File: src/rtl/wb_ctrl.sv
// Register write-back controller: merges never-stalled load returns and buffered
// execute results into the single gp_regs write port. Optional macro: WB_HAZARD_EN.
module wb_ctrl #(
  parameter int FIFO_DEPTH = 2,
  parameter int CNT_W      = 2
) (
  input  logic        clk,
  input  logic        rst_n,
  input  logic        ex_wen_i,
  input  logic [4:0]  ex_waddr_i,
  input  logic [31:0] ex_wdata_i,
  output logic        ex_ready_o,
  input  logic        mem_rvalid_i,
  input  logic [4:0]  mem_waddr_i,
  input  logic [31:0] mem_rdata_i,
  input  logic [2:0]  mem_rule_i,
  input  logic [1:0]  mem_boff_i,
  output logic        wen_o,
  output logic [4:0]  waddr_o,
  output logic [31:0] wdata_o,
  input  logic        hz_ren_i,
  input  logic [4:0]  hz_addr_i,
  output logic        hz_hit_o
);

  localparam int PTR_W = (FIFO_DEPTH > 1) ? $clog2(FIFO_DEPTH) : 1;

  logic [4:0]       fifo_addr [FIFO_DEPTH];
  logic [31:0]      fifo_data [FIFO_DEPTH];
  logic [PTR_W-1:0] rd_ptr;
  logic [PTR_W-1:0] wr_ptr;
  logic [CNT_W-1:0] count;

  logic        ex_acc_p0;
  logic        mem_hit_p0;
  logic        push_p0;
  logic        pop_p0;
  logic        wen_p0;
  logic [4:0]  waddr_p0;
  logic [31:0] wdata_p0;

  function automatic logic [31:0] load_extract(input logic [31:0] word,
                                               input logic [2:0]  rule,
                                               input logic [1:0]  boff);
    logic signed [15:0] half;
    logic signed [7:0]  byt;
    logic signed [31:0] sext_h;
    logic signed [31:0] sext_b;
    half   = boff[1] ? word[31:16] : word[15:0];
    byt    = word[{boff, 3'b000} +: 8];
    sext_h = half;
    sext_b = byt;
    case (rule)
      3'd1:    load_extract = sext_h;
      3'd2:    load_extract = {16'h0000, half};
      3'd3:    load_extract = sext_b;
      3'd4:    load_extract = {24'h000000, byt};
      default: load_extract = word;
    endcase
  endfunction

  // Stage p0: source arbitration; r0 writes are dropped before they reach the FIFO
  assign ex_ready_o = rst_n && (count < CNT_W'(FIFO_DEPTH));
  assign ex_acc_p0  = ex_wen_i && ex_ready_o && (ex_waddr_i != 5'd0);
  assign mem_hit_p0 = mem_rvalid_i && (mem_waddr_i != 5'd0);

  always_comb begin
    push_p0  = 1'b0;
    pop_p0   = 1'b0;
    wen_p0   = 1'b0;
    waddr_p0 = waddr_o;
    wdata_p0 = wdata_o;
    if (mem_hit_p0) begin
      wen_p0   = 1'b1;
      waddr_p0 = mem_waddr_i;
      wdata_p0 = load_extract(mem_rdata_i, mem_rule_i, mem_boff_i);
      push_p0  = ex_acc_p0;
    end else if (count != '0) begin
      pop_p0   = 1'b1;
      wen_p0   = 1'b1;
      waddr_p0 = fifo_addr[rd_ptr];
      wdata_p0 = fifo_data[rd_ptr];
      push_p0  = ex_acc_p0;
    end else if (ex_acc_p0) begin
      wen_p0   = 1'b1;
      waddr_p0 = ex_waddr_i;
      wdata_p0 = ex_wdata_i;
    end
  end

  always_ff @(posedge clk) begin
    if (push_p0) begin
      fifo_addr[wr_ptr] <= ex_waddr_i;
      fifo_data[wr_ptr] <= ex_wdata_i;
    end
  end

  // Stage p1: registered write port and FIFO bookkeeping
  always_ff @(posedge clk) begin
    if (!rst_n) begin
      rd_ptr  <= '0;
      wr_ptr  <= '0;
      count   <= '0;
      wen_o   <= 1'b0;
      waddr_o <= 5'd0;
      wdata_o <= 32'd0;
    end else begin
      if (push_p0) wr_ptr <= wr_ptr + PTR_W'(1);
      if (pop_p0)  rd_ptr <= rd_ptr + PTR_W'(1);
      case ({push_p0, pop_p0})
        2'b10:   count <= count + CNT_W'(1);
        2'b01:   count <= count - CNT_W'(1);
        default: count <= count;
      endcase
      wen_o   <= wen_p0;
      waddr_o <= waddr_p0;
      wdata_o <= wdata_p0;
    end
  end

`ifdef WB_HAZARD_EN
  logic             hz_any;
  logic [PTR_W-1:0] hz_idx;

  // Only slots between rd_ptr and rd_ptr+count-1 hold live entries
  always_comb begin
    hz_any = wen_o && (waddr_o == hz_addr_i);
    hz_idx = rd_ptr;
    for (int i = 0; i < FIFO_DEPTH; i++) begin
      hz_idx = rd_ptr + PTR_W'(i);
      if ((CNT_W'(i) < count) && (fifo_addr[hz_idx] == hz_addr_i)) hz_any = 1'b1;
    end
    hz_hit_o = hz_ren_i && (hz_addr_i != 5'd0) && hz_any;
  end
`else
  logic unused_hz;
  assign unused_hz = ^{hz_ren_i, hz_addr_i};
  assign hz_hit_o  = 1'b0;
`endif

endmodule
File: config.mk
export PLATFORM = sky130hd
export DESIGN_NAME = wb_ctrl
export DESIGN_NICKNAME = d
export VERILOG_FILES = /design/src/rtl/wb_ctrl.sv
export SDC_FILE = /design/constraint.sdc
export NUM_CORES = 1
export LEC_CHECK = 0
export ABC_AREA = 1
export CELL_PAD_IN_SITES_DETAIL_PLACEMENT = 1
export CELL_PAD_IN_SITES_GLOBAL_PLACEMENT = 2
export CORE_MARGIN = 10
export CORE_UTILIZATION = 29
export DETAILED_ROUTE_END_ITERATION = 10
export GPL_ROUTABILITY_DRIVEN = 0
export PLACE_DENSITY = 0.88
export SKIP_LAST_GASP = 1
export SYNTH_ARGS = -nofsm -noshare
export SYNTH_HDL_FRONTEND = slang
export SYNTH_SLANG_ARGS = --single-unit
File: constraint.sdc
create_clock -name clk -period 3.4 [get_ports clk]
set_input_delay 0.51 -clock clk [delete_from_list [all_inputs] [get_ports clk]]
set_output_delay 0.51 -clock clk [all_outputs]
set_load 0.1 [all_outputs]
==> reports/results.tsv <==
metric	value	unit
status	finished clean	
power.total	5.56	mW
r2r_cells	10	
wl	22.0	mm
avgSynthCellArea	7.50	um2
grt_pass1_wl	34.0	mm
dpl_cell_area	0.00764	mm2
critPathArrivalTime	1.96	ns
grtUsageTotal	0.155	
vias	5801	
start_util	0.294	
power_density	673	mW/mm2
ios	129	
diodes	0	
fin_crit_sh	0.726	
netlist.area_leader.share	0.360	
async_reset_ff_frac	0	
critPathTopFamily	buffers and inverters	
grt_max_degree	50	
synth_area_leaders	edfxtp_1 (36%), nand2_1 (18%), dfxtp_1 (14%), o21ai_0 (6.7%), a21oi_1 (5.8%)	
cp-start-kind	flip-flop	
grt_pass1_vias	6111	
holdPathStages	1	
drtIter0Drc	294	
core	0.0210	mm2
synthFlopType	edfxtp_1	
syn_nets	912	
area_growth	34.0	%
antenna_found_initial	0	
num-fill-cells	2536	
r2r_slack	1.19	ns
cts_setup_buffers	0	
drc	0	
synth_edf_count	74	
path_class	flip-flop to output pin	
cts_resized	0	
cts_made_buffers	17	
hpwl	15.4	mm
syn_area	0.00616	mm2
htreeDepth	4	
fp.dieW	166	um
cpPeakStageDelay	1.21	ns
path_cells	clkdlybuf4s50_1	
drive_gt1_frac	0.0825	
cp-end-kind	output pin	
drv_cap	0	
grt_setup_unrepaired	false	
final_area	0.00826	mm2
drv_slew	0	
slowest_stage	clkdlybuf4s50_1	
hold_buffers	0	
die-area	0.0275	mm2
slew_headroom	0.290	
clkLatencyLatePin	0.41	ns
path_clk_slew	0.05	ns
overflow	0	
cts_sinks	117	
path_depth	1	
cts_tree	yes	
finalSetupViolCount	0	
finClkSkew	0.00583	ns
required	2.89	ns
tightest_slew	1.06	ns
fmax	405	MHz
yosysWarnings	0	
drtPass1Iterations	4	
die_height	166	um
path_buf_inv	1	
cts_buffer_depth	2	
yosysSeqAreaShare	0.500	
ant_nets	0	
ys_ff_latch	117	
rows	53	
vias_per_cell	4.75	
wl_per_cell	18.0	um
synth_cell_type_count	31	
nNetsFinal	1022	
hp-class	flip-flop to flip-flop	
path_max_fanout	2	
final.setup.tns	0	ns
finalWorstPathRequiredPeriod	2.47	ns
irDropWorstVdd	478	uV
final-hold-violation-count	0	
io_buffers	121	
root_buffer	clkbuf_16	
cellLeakagePower	3.68	nW
timing.hold.ws	0.470	ns
netlist_instances	822	
synth_area_leader_cell	edfxtp_1	
-- final timing paths --
| path | from | endpoint |
|---|---|---|
| max reg2reg | count[0] | count[1] |
| max | wdata_o[1] | wdata_o[1] |
| min | rd_ptr | flip-flop |
| min reg2reg | rd_ptr | flip-flop |
-- placed cells by master (no fill, tap or decap), drive strengths merged --
master,count
clkbuf,26
nand4,1
o21ai,88
conb,1
mux2i,1
o22ai,1
ha,1
inv,86
a21oi,73
nor3,1
and3,1
nand3,41
nor2,56
dfxtp,43
clkinv,6
edfxtp,74
xor2,1
buf,20
clkdlybuf4s50,115
nand2,308
bufinv,1
-- cells by family (layout without fill, tap and decap cells) --
family / count (synthesis) / in the layout / share of synthesized area
other cells: 1 / 1 / 0.000608
xor+xnor: 1 / 1 / 0.00142
buf+inv: 131 / 254 / 0.0909
fa+ha+maj: 1 / 1 / 0.00203
flops: 117 / 117 / 0.500
simple gates: 408 / 408 / 0.270
compound gates: 162 / 162 / 0.133
mux: 1 / 1 / 0.00162
-- metrics by stage --
stage	util	std cells	worst slack, ns
6_report	0.394	1220	0.933
5_1_grt	0.394	1220	0.857
2_1_floorplan	-	822	0.364
3_3_place_gp	0.365	1188	0.731
3_5_place_dp	0.365	1188	0.723
4_1_cts	0.394	1220	0.909
-- cell type report --
cell class | instances | area [um2] | area share
clock inverters | 6 | 56.3 | 0.00682
flip-flops and latches | 117 | 3080 | 0.373
multi-input cells | 574 | 2540 | 0.307
clock buffers | 26 | 563 | 0.0682
inverters | 87 | 327 | 0.0395
well taps | 275 | 344 | 0.0417
repair buffers | 135 | 1350 | 0.164
-- where the power goes --
group | internal [mW] | switching (mW)
clock | 1.21 | 0.636
combinational | 0.511 | 1.46
sequential | 1.66 | 0.0767
total | 3.38 | 2.17
-- synthesized netlist by cell type, types with 2 or more instances --
library cell and instances:
buf_4 3, a21oi_1 72, edfxtp_1 74, inv_2 7
buf_6 4, buf_1 2, o21ai_0 82, nand2_2 5
dfxtp_1 43, inv_1 78, nand3_2 10, nand3_1 31
buf_2 20, nand2_1 302, clkbuf_1 13, nor2_1 55
o21ai_1 5, clkinv_1 2, clkbuf_2 2
-- layer usage --
metal	vias to the layer above	track usage	wire, um
li1	2860	-	-
met1	2813	0.180	9570
met2	109	0.262	10700
met3	19	0.0608	1480
met4	0	0.0320	238
met5	-	0	0
-- flip-flops by register name (all words and copies together) (netlist names), named ones only --
signal     count
rd_ptr         1
waddr_o        5
wdata_o       32
count          2
fifo_data     64
fifo_addr     10
wen_o          1
wr_ptr         1
No activity file was read; power rests on OpenSTA's default activity.
==> variant 1 (same flow settings) <==
The option `WB_HAZARD_EN` is turned on by a define.
--- a/src/rtl/wb_ctrl.sv
+++ b/src/rtl/wb_ctrl.sv
@@ -1,5 +1,7 @@
 // Register write-back controller: merges never-stalled load returns and buffered
 // execute results into the single gp_regs write port. Optional macro: WB_HAZARD_EN.
+`define WB_HAZARD_EN
+
 module wb_ctrl #(
   parameter int FIFO_DEPTH = 2,
   parameter int CNT_W      = 2
Check against the original RTL: not equivalent (a bounded check fails within 4 cycles, from zero or initial values and one cycle with rst_n low).
==> variant 1 against the original RTL <==
- area after synthesis is 6.3% higher
- first-iteration DRC count is 13% higher
- critical path depth is 10 higher
- count of clock-buffer cells in the layout is 9 lower
- routed wire length is 3.5% higher
- setup slack worse by 0.11 ns
- non-clock buffer count is 4 higher
- sequential cell count stayed put
- synthesized cell count is 11% higher
- global-route usage is 0.30 points higher
- cell area is 5.0% higher
- power is 26% higher
- critical path type unchanged
- critical endpoint is now hz_hit_o
- largest cell class unchanged
- highest routed layer unchanged
==> variant 1: results (changes against the original RTL) <==
# fillers=2740 (+8.0%); Tightest Hold Check Type=reg -> reg; Max stage delay on crit path=0.54 ns (-0.67 ns); Synthesized Nets=1007 (+10%); GR Layer Usage met2=23.8% (-2.4 points); sequential share of the synthesized area=47.1% (-3.0 points); Max FO, Critical Path=9 (+7); first-pass GRT wire length=35800 um (+5.2%); layout cells sized above 1=6.74% (-1.5 points); number of global-route vias before repair=6399 (+4.7%); clock skew after layout=0.00860 ns (+0.00277 ns); slowest CP cell=dfxtp_1; setup TNS=0 ns (unchanged); Via Count=6232 (+7.4%); met3 GRT Util=4.47% (-1.6 points); Adder-Cell Fraction of Synth Area=0.573% (+0.37 points); post-CTS resize count=0 (unchanged); hpwl dp=16500 um (+7.3%); cells on worst reg2reg path=8 (-2); post-synthesis mux area share=0% (-0.16 points); Post-synth EDFFs=74 (unchanged); status=complete, no violations; Routed WL=22700 um (+3.5%); Worst path top cell family by delay=simple AND/OR/NAND/NOR gates; Final nets=1118 (+9.4%); pin count of the biggest net entering global routing=68 (+36%); grt met1 use=21.4% (+3.4 points); leakage power=0.00404 uW (+9.8%); clk buf depth=2 (unchanged); port buffer count=128 (+5.8%); hold path depth=2 (+1); Yosys cell types=29 (-6.5%); Worst Path Arrival=2.07 ns (+0.11 ns); Synth area leaders=edfxtp_1 (34%), nand2_1 (22%), dfxtp_1 (13%); cells after synthesis=915 (+11%); Worst VDD drop=314 uV (-34%); Post-Layout Cell Count=1319 (+8.1%); post-synthesis compound-gate area fraction=12.7% (-0.56 points); 1st-iter DRT viols=331 (+13%); synth cell count leaders=nand2_1 (378), inv_1 (98), o21ai_0 (80); Synth Area in XOR/XNOR=0.535% (+0.39 points); Total GRT Usage=15.8% (+0.30 points); worst slew pin tran=0.995 ns (-0.0670 ns)
[variant 1: cell count changes after synthesis, moves of 3 or more]
cell and delta:
clkbuf_1 -5, nand2_1 +76, inv_1 +20, buf_4 +5
o21ai_1 +3, nor2_1 -26, nand3_1 +24, buf_2 +5
xor2_1 +3, nand3_2 -7
[variant 1: through the flow]
stage / worst slack (ns) / cell area (um2) / hold slack, ns
final: 0.824 / 8670 / 0.528
after global routing: 0.600 / 8670 / 0.557
after CTS: 0.797 / 8670 / 0.531
after detailed placement: 0.828 / 8060 / 0.518
after global placement: 0.882 / 8060 / 0.513
after floorplan: 0.312 / 6550 / 0.496
[variant 1: path summary, 6_finish.rpt]
path | start | end | slack (ns)
setup / recovery | flop | hz_hit_o | 0.82
hold / removal | wdata_o[8]$_SDFFE_PN0P_ | wdata_o[8]$_SDFFE_PN0P_ | 0.53
setup reg to reg | count[1]$_SDFFE_PN0P_ | wdata_o[2]$_SDFFE_PN0P_ | 1.01
hold reg to reg | wdata_o[8]$_SDFFE_PN0P_ | wdata_o[8]$_SDFFE_PN0P_ | 0.53
[variant 1: where the power goes]
group | switching [uW] | internal, uW
sequential | 162 | 1760
combinational | 2400 | 799
clock | 701 | 1170
[variant 1: per-layer routing]
metal / wire, um / part of all wire [%]
met1: 11100 / 49
met2: 9970 / 44
met4: 277 / 1.2
met5: 0 / 0
met3: 1340 / 5.9
[variant 1: area by class of cell]
class / count / area, um2 / area share (%)
Sequential cell: 117 / 3080 / 35.5
Multi-Input combinational cell: 647 / 2840 / 32.7
Timing Repair Buffer: 139 / 1390 / 16.1
Clock buffer: 17 / 425 / 4.90
Inverter: 104 / 390 / 4.50
Tap cell: 280 / 350 / 4.04
Clock inverter: 15 / 191 / 2.21
==> variant 2 (config.mk and constraints unchanged) <==
Without the edit above. `waddr_o` and `wdata_o` no longer have a reset.
--- a/src/rtl/wb_ctrl.sv
+++ b/src/rtl/wb_ctrl.sv
@@ -102,8 +102,6 @@
       wr_ptr  <= '0;
       count   <= '0;
       wen_o   <= 1'b0;
-      waddr_o <= 5'd0;
-      wdata_o <= 32'd0;
     end else begin
       if (push_p0) wr_ptr <= wr_ptr + PTR_W'(1);
       if (pop_p0)  rd_ptr <= rd_ptr + PTR_W'(1);
@@ -113,9 +111,12 @@
         default: count <= count;
       endcase
       wen_o   <= wen_p0;
-      waddr_o <= waddr_p0;
-      wdata_o <= wdata_p0;
     end
+  end
+
+  always_ff @(posedge clk) begin
+    waddr_o <= waddr_p0;
+    wdata_o <= wdata_p0;
   end
 
 `ifdef WB_HAZARD_EN
Function: changed (a bounded check fails within 4 cycles, from zero or initial values and one cycle with rst_n low).
==> variant 2 against the original RTL <==
- critical endpoint is now wdata_o[18]
- largest power group unchanged
- area after synthesis decreased by 6.1%
- die area decreased by 5.4%
- cell area decreased by 5.2%
- routed wire length decreased by 14%
- setup slack improved by 0.0092 ns
- register-to-register slack improved by 0.24 ns
- critical path depth unchanged
- sequential cell count unchanged
- power increased by 17%
- largest cell class unchanged
==> variant 2: results (changes against the original RTL) <==
status=complete, no violations; Via Count=4847 (-16%); Post-Layout Cell Count=1057 (-13%); # fillers=2299 (-9.3%); clock skew after layout=0.00777 ns (+0.00194 ns); synth cell count leaders=nand2_1 (274), edfxtp_1 (111), nor2_1 (64); Synth Area in XOR/XNOR=0.303% (+0.16 points); Worst VDD drop=552 uV (+15%); wire length on met2=9450 um (-11%); number of global-route vias before repair=5177 (-15%); Met3 Wirelength=1030 um (-30%); Final nets=869 (-15%); post-synthesis compound-gate area fraction=6.01% (-7.3 points); clock-net power=1570 uW (-15%); Max stage delay on crit path=1.16 ns (-0.05 ns); 1st-pass router iterations=5 (+1); initial antenna violation count=1 (+1); Yosys cell types=27 (-13%); Int Power=3590 uW (+6.2%); GR Layer Usage met2=24.9% (-1.3 points); Synth area leaders=edfxtp_1 (58%), nand2_1 (18%), nor2_1 (4.1%); Synthesized Nets=742 (-19%); M1 WL=8070 um (-16%); 1st-iter DRT viols=205 (-30%); pin count of the biggest net entering global routing=38 (-24%)
==> variant 2: layout make-up <==
class                           count  area share, %
Inverter                           35           1.68
Multi-Input combinational cell    470           26.2
Sequential cell                   117           44.1
Antenna cell                        2         0.0639
Tap cell                          265           4.24
Timing Repair Buffer              138           17.2
Clock inverter                      9          0.815
Clock buffer                       21           5.63
==> variant 2: path summary, 6_finish.rpt <==
check                              from  slack, ns  cells after the start                    end
hold reg to reg     rd_ptr$_SDFFE_PN0N_       0.51                      2                   flop
setup reg to reg  count[1]$_SDFFE_PN0P_       1.43                     10  count[1]$_SDFFE_PN0P_
hold / removal      rd_ptr$_SDFFE_PN0N_       0.51                      2                   flop
setup / recovery  wdata_o[18]$_DFFE_PP_       0.94                      1            wdata_o[18]
==> variant 2: cell families after synthesis <==
kind of cell / count (synthesis)
AO/OA/AOI/OAI: 67
XOR/XNOR: 2
adder cells (fa/ha/maj): 1
buffers and inverters: 65
flip-flops: 117
multiplexers: 13
other: 1
AND/OR/NAND/NOR: 386
